`config.mk`:
```
export PLATFORM = sky130hd
export DESIGN_NAME = wide_reg_atomic
export DESIGN_NICKNAME = d
export VERILOG_FILES = /design/src/rtl/wide_reg_pkg.sv /design/src/rtl/wide_reg_rdlatch.sv /design/src/rtl/wide_reg_atomic.sv
export SDC_FILE = /design/constraint.sdc
export NUM_CORES = 1
export LEC_CHECK = 0
export ABC_CLOCK_PERIOD_IN_PS = 2550
export CORE_MARGIN = 2
export CORE_UTILIZATION = 44
export DETAILED_ROUTE_END_ITERATION = 10
export GPL_ROUTABILITY_DRIVEN = 0
export PLACE_DENSITY = 0.8
export SLEW_MARGIN = 10
export SYNTH_ARGS = -nofsm -noshare
export SYNTH_HDL_FRONTEND = slang
export SYNTH_SLANG_ARGS = --single-unit
```
`constraint.sdc`:
```
create_clock -name Clk -period 2.55 [get_ports Clk]
set_input_delay 0.51 -clock Clk [delete_from_list [all_inputs] [get_ports Clk]]
set_output_delay 0.51 -clock Clk [all_outputs]
set_load 0.02 [all_outputs]
```
`src/rtl/wide_reg_pkg.sv`:
```
// Shared constants and helpers for the wide atomic register block.
package wide_reg_pkg;

  localparam int WORD_W = 32;

  // Width of the word-offset address: at least one bit even for tiny registers.
  function automatic int calc_aw(input int words);
    int aw;
    aw = $clog2(words);
    return (aw < 1) ? 1 : aw;
  endfunction

endpackage

```
`src/rtl/wide_reg_rdlatch.sv`:
```
// Read snapshot latch and read mux for the wide register status readback.
// A read of offset 0 returns the live MSW and captures the remaining words so
// later reads of the lower offsets see one coherent snapshot.
module wide_reg_rdlatch
  import wide_reg_pkg::*;
#(
  parameter int WORDS = 2,
  localparam int AW = calc_aw(WORDS)
) (
  input  logic                    Clk,
  input  logic                    Rst,
  input  logic                    rd,
  input  logic [AW-1:0]           addr,
  input  logic [WORDS*WORD_W-1:0] status,
  output logic [WORD_W-1:0]       rd_word
);

  // Only the lower words need storing; word 0 is returned live on the capturing read.
  logic [(WORDS-1)*WORD_W-1:0] latch;

  // Capture the status snapshot on every read of offset 0.
  always_ff @(posedge Clk) begin
    if (Rst) begin
      latch <= '0;
    end else if (rd && (addr == '0)) begin
      latch <= status[(WORDS-1)*WORD_W-1:0];
    end
  end

  // Select the requested word; offsets beyond the register read as zero.
  always_comb begin
    rd_word = '0;
    if (addr == '0) begin
      rd_word = status[WORDS*WORD_W-1 -: WORD_W];
    end else begin
      for (int k = 1; k < WORDS; k++) begin
        if (int'(addr) == k) rd_word = latch[(WORDS-1-k)*WORD_W +: WORD_W];
      end
    end
  end

endmodule

```
`src/rtl/wide_reg_atomic.sv`:
```
// Wide register with atomic commit over a 32-bit VME-style bus.
// Lower words (offsets 1..WORDS-1) are staged in shadow registers; a write to
// offset 0 commits the whole register in a single cycle. Word order is
// big-endian (offset 0 is the MSW).
// Optional feature: define WIDE_REG_ATOMIC_READBACK_EN to enable status
// readback of reg_i through a snapshot latch; otherwise reads return 0.
module wide_reg_atomic
  import wide_reg_pkg::*;
#(
  parameter int WORDS = 2,
  parameter int PULSE = 0,
  localparam int AW = calc_aw(WORDS)
) (
  input  logic                    Clk,
  input  logic                    Rst,
  input  logic [AW+1:2]           VMEAddr,
  output logic [WORD_W-1:0]       VMERdData,
  input  logic [WORD_W-1:0]       VMEWrData,
  input  logic                    VMERdMem,
  input  logic                    VMEWrMem,
  output logic                    VMERdDone,
  output logic                    VMEWrDone,
  output logic [WORDS*WORD_W-1:0] reg_o,
  output logic                    reg_wr_o,
  input  logic [WORDS*WORD_W-1:0] reg_i
);

  logic                    wr_s1;
  logic [AW-1:0]           waddr_s1;
  logic [WORD_W-1:0]       wdata_s1;
  logic [WORD_W-1:0]       shadow [1:WORDS-1];
  logic [WORDS*WORD_W-1:0] commit_val;
  logic                    commit;
  logic [WORD_W-1:0]       rd_word;

  assign commit = wr_s1 && (waddr_s1 == '0);

  // Register the write strobe, address and data before decoding.
  always_ff @(posedge Clk) begin
    if (Rst) begin
      wr_s1    <= 1'b0;
      waddr_s1 <= '0;
      wdata_s1 <= '0;
    end else begin
      wr_s1    <= VMEWrMem;
      waddr_s1 <= VMEAddr;
      wdata_s1 <= VMEWrData;
    end
  end

  // Assemble the committed value: new MSW plus the staged lower words.
  always_comb begin
    commit_val = '0;
    commit_val[WORDS*WORD_W-1 -: WORD_W] = wdata_s1;
    for (int k = 1; k < WORDS; k++) begin
      commit_val[(WORDS-1-k)*WORD_W +: WORD_W] = shadow[k];
    end
  end

  // Stage lower words; out-of-range offsets match no shadow word and are dropped.
  always_ff @(posedge Clk) begin
    if (Rst) begin
      for (int k = 1; k < WORDS; k++) shadow[k] <= '0;
    end else begin
      for (int k = 1; k < WORDS; k++) begin
        if (wr_s1 && (int'(waddr_s1) == k)) shadow[k] <= wdata_s1;
      end
    end
  end

  // Commit the full register, pulse reg_wr_o and acknowledge the write.
  always_ff @(posedge Clk) begin
    if (Rst) begin
      reg_o     <= '0;
      reg_wr_o  <= 1'b0;
      VMEWrDone <= 1'b0;
    end else begin
      VMEWrDone <= wr_s1;
      reg_wr_o  <= commit;
      if (commit) begin
        reg_o <= commit_val;
      end else if (PULSE != 0) begin
        reg_o <= '0;
      end
    end
  end

`ifdef WIDE_REG_ATOMIC_READBACK_EN
  wide_reg_rdlatch #(.WORDS(WORDS)) u_rdlatch (
    .Clk     (Clk),
    .Rst     (Rst),
    .rd      (VMERdMem),
    .addr    (VMEAddr),
    .status  (reg_i),
    .rd_word (rd_word)
  );
`else
  logic unused_reg_i;
  assign unused_reg_i = ^reg_i;
  assign rd_word      = '0;
`endif

  // Acknowledge reads one cycle after the strobe; data holds between reads.
  always_ff @(posedge Clk) begin
    if (Rst) begin
      VMERdDone <= 1'b0;
      VMERdData <= '0;
    end else begin
      VMERdDone <= VMERdMem;
      if (VMERdMem) VMERdData <= rd_word;
    end
  end

endmodule

```
==> reports/qor.csv, run 1 <==
stage,metric,value,unit
die,Initial Util,44.8,%
global_route,number of global-route vias before repair,3323,
place,detailed placement HPWL,6.68,mm
final_layout,Area Overhead vs Synth,29.2,%
cts,# clock sinks,133,
final_layout,multi-input logic area,2050,um2
final_layout,fraction of layout cells with a size suffix above 1,7.36,%
timing,Final Slew Violations,0,
cts,cts bufs inserted,17,
global_route,GR Layer Usage met1,22.5,%
worst_hold_path,worst min path class,register to register,
pwr,Power per Cell Area,740,nW/um2
pwr,total power,5.12,mW
global_route,met2 Use GR,25.8,%
routing,TritonRoute pass-1 iters,4,
routing,routed wire length,10.8,mm
worst_setup_path,Buffers & Inverters on Critical Path,1,
timing,Setup Skew,0.00903,ns
worst_setup_path,Startpoint Class,register,
cts,CTS H-tree lvls,4,
timing,setup ws final,0.634,ns
die,num rows,40,
cts,setup bufs post-CTS,0,
timing,Tmin final,1.92,ns
pwr,Leak,2.52,nW
routing,DR vias,3498,
global_route,met3 usage,3.86,%
die,I/O pin cnt,200,
global_route,first-pass GRT wire length,17.0,mm
worst_setup_path,Worst Setup End Kind,primary output,
synth,yosys warns,0,
place,port bufs,103,
routing,mean routed wirelength per cell,15.0,um
synth,number of synthesized register bits,133,
pwr,Peak supply drop,0.338,mV
worst_setup_path,"slowest stage delay, CP",0.66,ns
cts,CTS tree,yes,
worst_setup_path,crit path max-delay cell type,clkdlybuf4s50_1,
timing,Worst Max-Slew Pin Slew,0.558,ns
synth,cells after synthesis,472,
routing,post-route antenna net violation count,0,
worst_hold_path,hold path cells,2,
global_route,GR peak layer,met2,
routing,drc violations,0,
worst_setup_path,Worst R2R Setup Slack,0.68,ns
final_layout,Final nets,659,
final_layout,Register Area,2990,um2
routing,vias per cell,4.87,
cts,Post-CTS Resized,0,
routing,initial detailed-routing violation count,109,
cts,clk_lat worst skew,0.41,ns
worst_setup_path,critical path class,register to primary output,
final_layout,diode count,0,
worst_hold_path,Hold Path End,reg_o[14]$_SDFFE_PP0P_,
worst_setup_path,Worst Path Required,2.04,ns
timing,Fmax achieved,0.522,GHz
timing,Final Cycle Share,75.1,%
worst_setup_path,Reg2Reg Launch Point,wr_s1$_SDFF_PP0_,
synth,Avg Inst Size Synth,11.3,um2
synth,unique cell type count in the Yosys netlist,17,
worst_setup_path,family with the most delay on the worst path,buffers and inverters,
timing,setup tns final,0,ns
global_route,Total Routing Usage GR,16.8,%
worst_setup_path,worst r2r dst,reg_o[40]$_SDFFE_PP0P_,
synth,Synth Cell Area,5350,um2
place,Placement Setup Slack,0.666,ns
timing,Slew HR,62.8,%
timing,RSZ-0062 raised after global routing,no,
cts,clk buf depth,2,
synth,post-synthesis sequential area ratio,55.7,%
global_route,antenna violations before repair,0,
worst_setup_path,CP arrival,1.41,ns
flow_run,max cap viols,0,
timing,final setup fails,0,
global_route,grt total ovfl,0,
worst_setup_path,CP cell instances,clkdlybuf4s50_1,
cts,clk root buf,clkbuf_16,
cts,Clock transition at path regs,0.05,ns
die,Die W,114,um
final_layout,Layout fillers,974,
timing,Min Hold Slack,0.461,ns
worst_setup_path,CP max FO,2,
worst_hold_path,Hold Startpoint,reg_o[14]$_SDFFE_PP0P_,
timing,Final Hold Fails,0,
global_route,largest net degree at the start of global routing,62,
cts,hold_buf cts,0,
die,Die ar.,13100,um2
die,die height,114,um
die,Core Box Area,12000,um2
outcome,status,"complete, no violations",
worst_setup_path,FF-to-FF path depth,3,
[routing by layer]
metal | vias to the layer above | routed length [um]
li1 | 1728 | -
met1 | 1653 | 5170
met2 | 99 | 4930
met3 | 18 | 463
met4 | 0 | 194
met5 | - | 0
[area by class of cell]
class                      instances  share of cell area, %
sequential                       133                   43.2
clock inverter                     6                  0.814
tap                              147                   2.66
multi-input combinational        296                   29.6
timing repair buffer             110                   15.6
clock buffer                      26                   8.14
[registers in the layout, indices dropped and copies added (netlist names)]
register / flops
reg_o: 64
shadow: 32
wdata_s1: 32
VMERdDone: 1
VMEWrDone: 1
reg_wr_o: 1
waddr_s1: 1
wr_s1: 1
[worst register-to-register path, stage by stage (launching register included)]
cell and delay (ns):
dfxtp_2 0.68, nor2b_4 0.32, buf_4 0.48, o21ai_0 0.24
[through the flow]
stage	std cells	cell area (um2)	util (%)
6_report	718	6920	57.8
5_1_grt	718	6920	57.8
4_1_cts	718	6920	57.8
3_5_place_dp	686	6300	52.6
3_3_place_gp	686	6300	52.6
2_1_floorplan	503	5470	-
[cell usage after synthesis]
| cell type | number | area [um2] |
|---|---|---|
| o21ai_0 | 48 | 240 |
| buf_4 | 34 | 255 |
| and3b_4 | 1 | 12.5 |
| nand2b_1 | 64 | 400 |
| and2b_1 | 15 | 113 |
| buf_2 | 4 | 20.0 |
| clkbuf_2 | 7 | 35.0 |
| and2_1 | 32 | 200 |
| edfxtp_1 | 32 | 961 |
| nand4bb_1 | 64 | 721 |
| clkbuf_1 | 25 | 93.8 |
| o21ai_1 | 16 | 80.1 |
| nor2b_1 | 23 | 144 |
| conb_1 | 1 | 3.75 |
| dfxtp_1 | 101 | 2020 |
| buf_6 | 4 | 45.0 |
| a21o_1 | 1 | 7.51 |
[cell families after synthesis]
family	Yosys count	share of synthesized area, %
and+or+nand+nor	199	29.7
DFF	133	55.7
buffers and inverters	74	8.39
AOI/OAI and AO/OA	65	6.12
other	1	0.0700
[cells in the final DEF (no fill, tap or decap)]
cell type	netlist	routed
a21o_1	1	1
and2_1	32	32
and2b_1	15	15
and3b_4	1	1
buf_4	34	8
bufinv_16	0	1
clkbuf_1	25	2
clkbuf_16	0	20
clkbuf_8	0	4
clkdlybuf4s50_1	0	102
clkinv_2	0	4
conb_1	1	32
dfxtp_1	101	99
dfxtp_2	0	2
edfxtp_1	32	32
inv_4	0	1
nand2b_1	64	64
nand4bb_1	64	64
nor2b_1	23	22
nor2b_4	0	1
o21ai_0	48	48
o21ai_1	16	16
[worst max-delay path by stage]
stage,start,to,slack [ns],cells past startpoint
CTS,reg_o[8]$_SDFFE_PP0P_,reg_o[8],0.62,1
detailed placement,wr_s1$_SDFF_PP0_,reg_o[40]$_SDFFE_PP0P_,0.67,3
floorplan,Rst,shadow[1][0]$_SDFFCE_PN0P_,0.62,3
global route,wr_s1$_SDFF_PP0_,reg_o[15]$_SDFFE_PP0P_,0.52,3
global placement,wr_s1$_SDFF_PP0_,reg_o[56]$_SDFFE_PP0P_,0.76,3
finish,reg_o[8]$_SDFFE_PP0P_,reg_o[8],0.63,1
[power by group]
part / switching (mW) / internal [mW]
logic: 0.189 / 0.179
registers: 0.0500 / 2.23
clock network: 0.849 / 1.62
Note: power is estimated with default switching activity, not from simulation.
==> run 2, diff against run 1 <==
ABC_CLOCK_PERIOD_IN_PS = 1960   (was 2550)
clock period = 1.96 ns   (was 2.55 ns; I/O delays follow)
==> run 2 against run 1 <==
  * Sequential share of layout area rose by 0.24 points
  * Largest cell class unchanged
  * Clock power up 15%
  * Design area fell by 0.54%
  * Non-clock buffer count grew 1
  * Largest power group is now sequential cells
  * Setup slack worse by 0.46 ns
  * Register-to-register slack lost 0.26 ns
==> reports/qor.csv, run 2 (synthesis results as in run 1) <==
stage,metric,value,unit,change
outcome,status,"complete, no violations",,
worst_hold_path,worst min path class,primary input to register,,
routing,DR vias,3515,,+0.49%
cts,Post-CTS Resized,0,,unchanged
cts,hold_buf cts,0,,unchanged
timing,setup tns final,0,ns,unchanged
final_layout,"commonest non-fill, non-tap cell in the layout",clkdlybuf4s50_1,,
pwr,Peak supply drop,0.624,mV,+85%
die,Initial Util,44.8,%,unchanged
global_route,largest net degree at the start of global routing,66,,+6.5%
timing,Final Cycle Share,91.2,%,
global_route,first-pass GRT wire length,17.4,mm,+2.4%
pwr,Leak,2.49,nW,-1.4%
timing,RSZ-0062 raised after global routing,no,,
global_route,grt total ovfl,0,,unchanged
worst_setup_path,crit path max-delay cell type,clkdlybuf4s50_1,,
timing,final setup fails,0,,unchanged
worst_setup_path,family with the most delay on the worst path,buffers and inverters,,
timing,Fmax achieved,0.559,GHz,
worst_setup_path,Worst Path Required,1.57,ns,-0.47 ns
worst_setup_path,CP cell instances,clkdlybuf4s50_1,,
final_layout,Area Overhead vs Synth,28.5,%,
global_route,number of global-route vias before repair,3404,,+2.4%
pwr,Power per Cell Area,915,nW/um2,+24%
cts,CTS tree,yes,,
cts,clk root buf,clkbuf_16,,
worst_setup_path,CP max FO,2,,unchanged
final_layout,diode count,0,,unchanged
cts,cts bufs inserted,17,,unchanged
routing,drc violations,0,,unchanged
routing,routed wire length,11.1,mm,+2.8%
flow_run,max cap viols,0,,unchanged
routing,mean routed wirelength per cell,15.4,um,+2.6%
place,port bufs,103,,unchanged
timing,Worst Max-Slew Pin Slew,0.574,ns,+0.0159 ns
die,die height,114,um,unchanged
timing,Setup Skew,0.00759,ns,-0.00145 ns
pwr,total power,6.30,mW,+23%
worst_setup_path,Worst Setup End Kind,primary output,,
cts,CTS H-tree lvls,4,,unchanged
worst_setup_path,Buffers & Inverters on Critical Path,1,,unchanged
cts,setup bufs post-CTS,0,,unchanged
die,Core Box Area,12000,um2,unchanged
routing,post-route antenna net violation count,0,,unchanged
worst_setup_path,"slowest stage delay, CP",0.65,ns,about the same
timing,Slew HR,61.7,%,-1.1 points
place,detailed placement HPWL,6.88,mm,+3.0%
cts,clk_lat worst skew,0.41,ns,about the same
worst_setup_path,CP arrival,1.40,ns,about the same
timing,Tmin final,1.79,ns,
cts,Clock transition at path regs,0.06,ns,about the same
die,num rows,40,,unchanged
die,Die W,114,um,unchanged
final_layout,final core occ,57.5,%,-0.31 points
timing,Final Slew Violations,0,,unchanged
timing,Final Hold Fails,0,,unchanged
routing,vias per cell,4.89,,+0.35%
die,I/O pin cnt,200,,unchanged
final_layout,Final nets,660,,+0.15%
final_layout,biggest regs,"reg_o x64, shadow x32, wdata_s1 x32",,
global_route,antenna violations before repair,0,,unchanged
final_layout,Layout fillers,982,,+0.82%
final_layout,fraction of layout cells with a size suffix above 1,7.69,%,+0.34 points
die,Die ar.,13100,um2,unchanged
global_route,Total Routing Usage GR,17.2,%,+0.46 points
cts,clk buf depth,2,,unchanged
routing,TritonRoute pass-1 iters,4,,unchanged
place,post-place instance area,6340,um2,+0.72%
worst_setup_path,Startpoint Class,register,,
cts,# clock sinks,133,,unchanged
worst_setup_path,critical path class,register to primary output,,
final_layout,max FFs per register,64,,unchanged
final_layout,Finished Cell Area,6880,um2,-0.54%
routing,initial detailed-routing violation count,195,,+79%
final_layout,Biggest register,reg_o,,
final_layout,most frequent cells in the layout,"102 x clkdlybuf4s50_1, 99 x dfxtp_1, 64 x nand2b_1, 64 x nand4bb_1, 48 x o21ai_0",,
[run 2: cell types whose count changed in the layout (fill, tap and decap cells not counted), moves of 2 or more]
| cell | delta |
|---|---|
| clkbuf_8 | -4 |
| clkinvlp_4 | +4 |
| buf_12 | +3 |
| clkinv_2 | +3 |
| buf_4 | -2 |
| clkbuf_1 | -2 |
| clkbuf_16 | -2 |
| clkinv_4 | +2 |
[run 2: path summary, 6_finish.rpt]
| check | depth (start not counted) | end | slack, ns | startpoint |
|---|---|---|---|---|
| max reg2reg | 4 | reg_o[11]$_SDFFE_PP0P_ | 0.42 | wr_s1$_SDFF_PP0_ |
| min | 2 | reg_wr_o$_SDFF_PP0_ | 0.46 | Rst |
| max | 1 | reg_o[15] | 0.17 | reg_o[15]$_SDFFE_PP0P_ |
| min reg2reg | 2 | reg_o[16]$_SDFFE_PP0P_ | 0.46 | reg_o[16]$_SDFFE_PP0P_ |
[run 2: where the power goes]
part | internal [mW] | switching (mW)
combinational | 0.242 | 0.264
sequential | 2.91 | 0.0491
clock | 1.67 | 1.17
[run 2: final cells by class]
class                           instances  area [um2]  share of cell area [%]
Multi-Input combinational cell        296        2050                    29.7
Clock inverter                         14        86.3                    1.26
Tap cell                              147         184                    2.67
Clock buffer                           18         450                    6.55
Timing Repair Buffer                  111        1130                    16.4
Sequential cell                       133        2990                    43.4
[run 2: per-layer routing]
layer	track usage, %	share of wire (%)	up-vias
li1	-	-	1729
met1	22.7	48	1666
met2	27.1	46	106
met3	5.13	4.7	14
met4	5.85	1.2	0
met5	0	0	-
[run 2: metrics by stage]
step / instances / hold slack, ns / setup WS (ns)
6_report: 719 / 0.455 / 0.172
3_5_place_dp: 687 / 0.461 / 0.344
2_1_floorplan: 503 / 0.461 / 0.147
4_1_cts: 719 / 0.432 / 0.152
5_1_grt: 719 / 0.456 / 0.124
3_3_place_gp: 687 / 0.457 / 0.369
==> run 3, diff against run 2 <==
CORE_UTILIZATION = 46   (was 44)
CTS_BUF_LIST = sky130_fd_sc_hd__clkbuf_2 sky130_fd_sc_hd__clkbuf_4 sky130_fd_sc_hd__clkbuf_8   (was not set)
PLACE_DENSITY = 0.83   (was 0.8)
==> run 3 against run 2 <==
  * Register-to-register slack gained 0.15 ns
  * Clock skew barely moved
  * Combinational power is essentially flat
  * Core utilization up 1.4 points
  * Clock power shrank 29%
  * Non-clock buffer count stayed put
  * Largest power group unchanged
==> reports/qor.csv, run 3 (synthesis results as in run 1) <==
stage,metric,value,unit,change
pwr,total power,5.46,mW,-13%
routing,routed wire length,10.6,mm,-3.9%
cts,CTS H-tree lvls,4,,unchanged
cts,cts bufs inserted,17,,unchanged
place,Inst Count DP,683,,-0.58%
final_layout,biggest regs,"reg_o x64, shadow x32, wdata_s1 x32",,
worst_setup_path,Worst Setup End Kind,primary output,,
die,Core Box Area,11400,um2,-4.9%
worst_setup_path,Levels on crit path,1,,unchanged
place,detailed placement HPWL,6.82,mm,-0.92%
final_layout,most frequent cells in the layout,"102 x clkdlybuf4s50_1, 99 x dfxtp_1, 64 x nand2b_1, 64 x nand4bb_1, 48 x o21ai_0",,
global_route,first-pass GRT wire length,17.0,mm,-2.2%
pwr,Sw Pwr,1.34,mW,-9.7%
global_route,grt total ovfl,0,,unchanged
worst_setup_path,Worst setup endpoint,reg_o[30],,
routing,initial detailed-routing violation count,144,,-26%
worst_setup_path,CP cell instances,clkdlybuf4s50_1,,
timing,Fmax achieved,0.549,GHz,-1.8%
pwr,Leak,2.42,nW,-2.8%
worst_setup_path,family with the most delay on the worst path,buffers and inverters,,
routing,drc violations,0,,unchanged
die,die height,112,um,-2.1%
cts,Post-CTS Resized,0,,unchanged
timing,setup tns final,0,ns,unchanged
pwr,sw frac,24.4,%,+0.94 points
cts,setup bufs post-CTS,0,,unchanged
die,Die W,112,um,-2.1%
cts,# clock sinks,133,,unchanged
pwr,Flop pwr share,54.0,%,+7.1 points
worst_hold_path,hold path cells,2,,unchanged
timing,Setup Skew,0.00731,ns,-0.000277 ns
final_layout,Post-Layout Cell Count,715,,-0.56%
final_layout,Area Overhead vs Synth,25.1,%,
flow_run,max cap viols,0,,unchanged
final_layout,Biggest register,reg_o,,
final_layout,max FFs per register,64,,unchanged
timing,setup ws final,0.139,ns,-0.0330 ns
place,port bufs,103,,unchanged
cts,Clock transition at path regs,0.07,ns,about the same
worst_setup_path,Startpoint Class,register,,
global_route,antenna violations before repair,0,,unchanged
worst_setup_path,critical path class,register to primary output,,
place,post-place instance area,6350,um2,+0.12%
die,Die ar.,12500,um2,-4.2%
global_route,number of global-route vias before repair,3384,,-0.59%
timing,Final Hold Fails,0,,unchanged
pwr,Int Power,4.13,mW,-14%
cts,clk root buf,clkbuf_8,,
final_layout,Layout fillers,941,,-4.2%
pwr,Clk pwr share,36.7,%,-8.3 points
timing,RSZ-0062 raised after global routing,no,,
routing,TritonRoute pass-1 iters,4,,unchanged
cts,clk buf depth,2,,unchanged
worst_setup_path,Worst R2R Setup Slack,0.57,ns,+0.15 ns
worst_setup_path,CP max FO,2,,unchanged
final_layout,"commonest non-fill, non-tap cell in the layout",clkdlybuf4s50_1,,
timing,Final Cycle Share,92.9,%,+1.7 points
place,Placement Setup Slack,0.426,ns,+0.0818 ns
worst_setup_path,"slowest stage delay, CP",0.63,ns,-0.02 ns
global_route,largest net degree at the start of global routing,68,,+3.0%
final_layout,fraction of layout cells with a size suffix above 1,7.87,%,+0.17 points
timing,final setup fails,0,,unchanged
timing,Min Hold Slack,0.350,ns,-0.106 ns
worst_setup_path,Buffers & Inverters on Critical Path,1,,unchanged
outcome,status,"complete, no violations",,
final_layout,diode count,0,,unchanged
pwr,Power per Cell Area,816,nW/um2,-11%
routing,post-route antenna net violation count,0,,unchanged
worst_setup_path,worst r2r dst,reg_o[55]$_SDFFE_PP0P_,,
worst_setup_path,CP arrival,1.43,ns,+0.03 ns
die,num rows,39,,-2.5%
worst_setup_path,Worst Path Required,1.57,ns,about the same
pwr,Peak supply drop,0.414,mV,-34%
worst_setup_path,FF-to-FF path depth,4,,unchanged
routing,mean routed wirelength per cell,14.9,um,-3.4%
cts,CTS tree,yes,,
timing,Tmin final,1.82,ns,+0.0330 ns
final_layout,Finished Cell Area,6700,um2,-2.7%
cts,hold_buf cts,0,,unchanged
timing,Final Slew Violations,0,,unchanged
routing,vias per cell,4.88,,-0.21%
final_layout,final core occ,58.9,%,+1.4 points
die,Initial Util,47.1,%,+2.3 points
die,I/O pin cnt,200,,unchanged
routing,DR vias,3488,,-0.77%
final_layout,Final nets,660,,unchanged
worst_setup_path,crit path launch,reg_o[30]$_SDFFE_PP0P_,,
worst_setup_path,Reg2Reg Launch Point,wr_s1$_SDFF_PP0_,,
cts,clk_lat worst skew,0.43,ns,+0.02 ns
worst_hold_path,worst min path class,primary input to register,,
global_route,Total Routing Usage GR,17.2,%,-0.029 points
worst_setup_path,crit path max-delay cell type,clkdlybuf4s50_1,,
pwr,logic gate share of total power,9.3,%,+1.3 points
-- run 3: cell types whose count changed in the layout (fill, tap and decap cells not counted), sizes merged --
cell and delta:
inv +3, clkinvlp -2, bufinv +1, clkbuf -1, clkinv -1
-- run 3: layer usage --
metal / vias to the layer above / wire length (um) / GRT usage, %
li1: 1734 / - / -
met1: 1616 / 4920 / 22.5
met2: 117 / 4830 / 26.6
met3: 21 / 611 / 4.25
met4: 0 / 264 / 8.48
met5: - / 0 / 0
-- run 3: final cells by class --
class	instances	area (um2)	share of cell area [%]
Sequential cell	133	2990	44.6
Clock inverter	15	113	1.68
Tap cell	143	179	2.67
Clock buffer	17	234	3.49
Timing Repair Buffer	111	1140	17.0
Multi-Input combinational cell	296	2050	30.6
-- run 3: power by group through the flow --
stage	Combinational, mW	Clock [mW]	Sequential, mW
after floorplan	0.316	0	3.04
after global placement	0.498	0	3.01
after detailed placement	0.507	0	3.01
after CTS	0.509	2.05	2.95
after global routing	0.542	2.17	2.96
final	0.506	2.01	2.95
-- run 3: how the worst min path moves through the flow --
stage                            startpoint                      to  slack, ns
floorplan           wdata_s1[31]$_SDFF_PP0_  reg_o[63]$_SDFFE_PP0P_       0.46
global placement     reg_o[10]$_SDFFE_PP0P_  reg_o[10]$_SDFFE_PP0P_       0.45
detailed placement   reg_o[35]$_SDFFE_PP0P_  reg_o[35]$_SDFFE_PP0P_       0.46
CTS                                     Rst        wr_s1$_SDFF_PP0_       0.32
global route                            Rst  wdata_s1[0]$_SDFF_PP0_       0.38
finish                                  Rst        wr_s1$_SDFF_PP0_       0.35
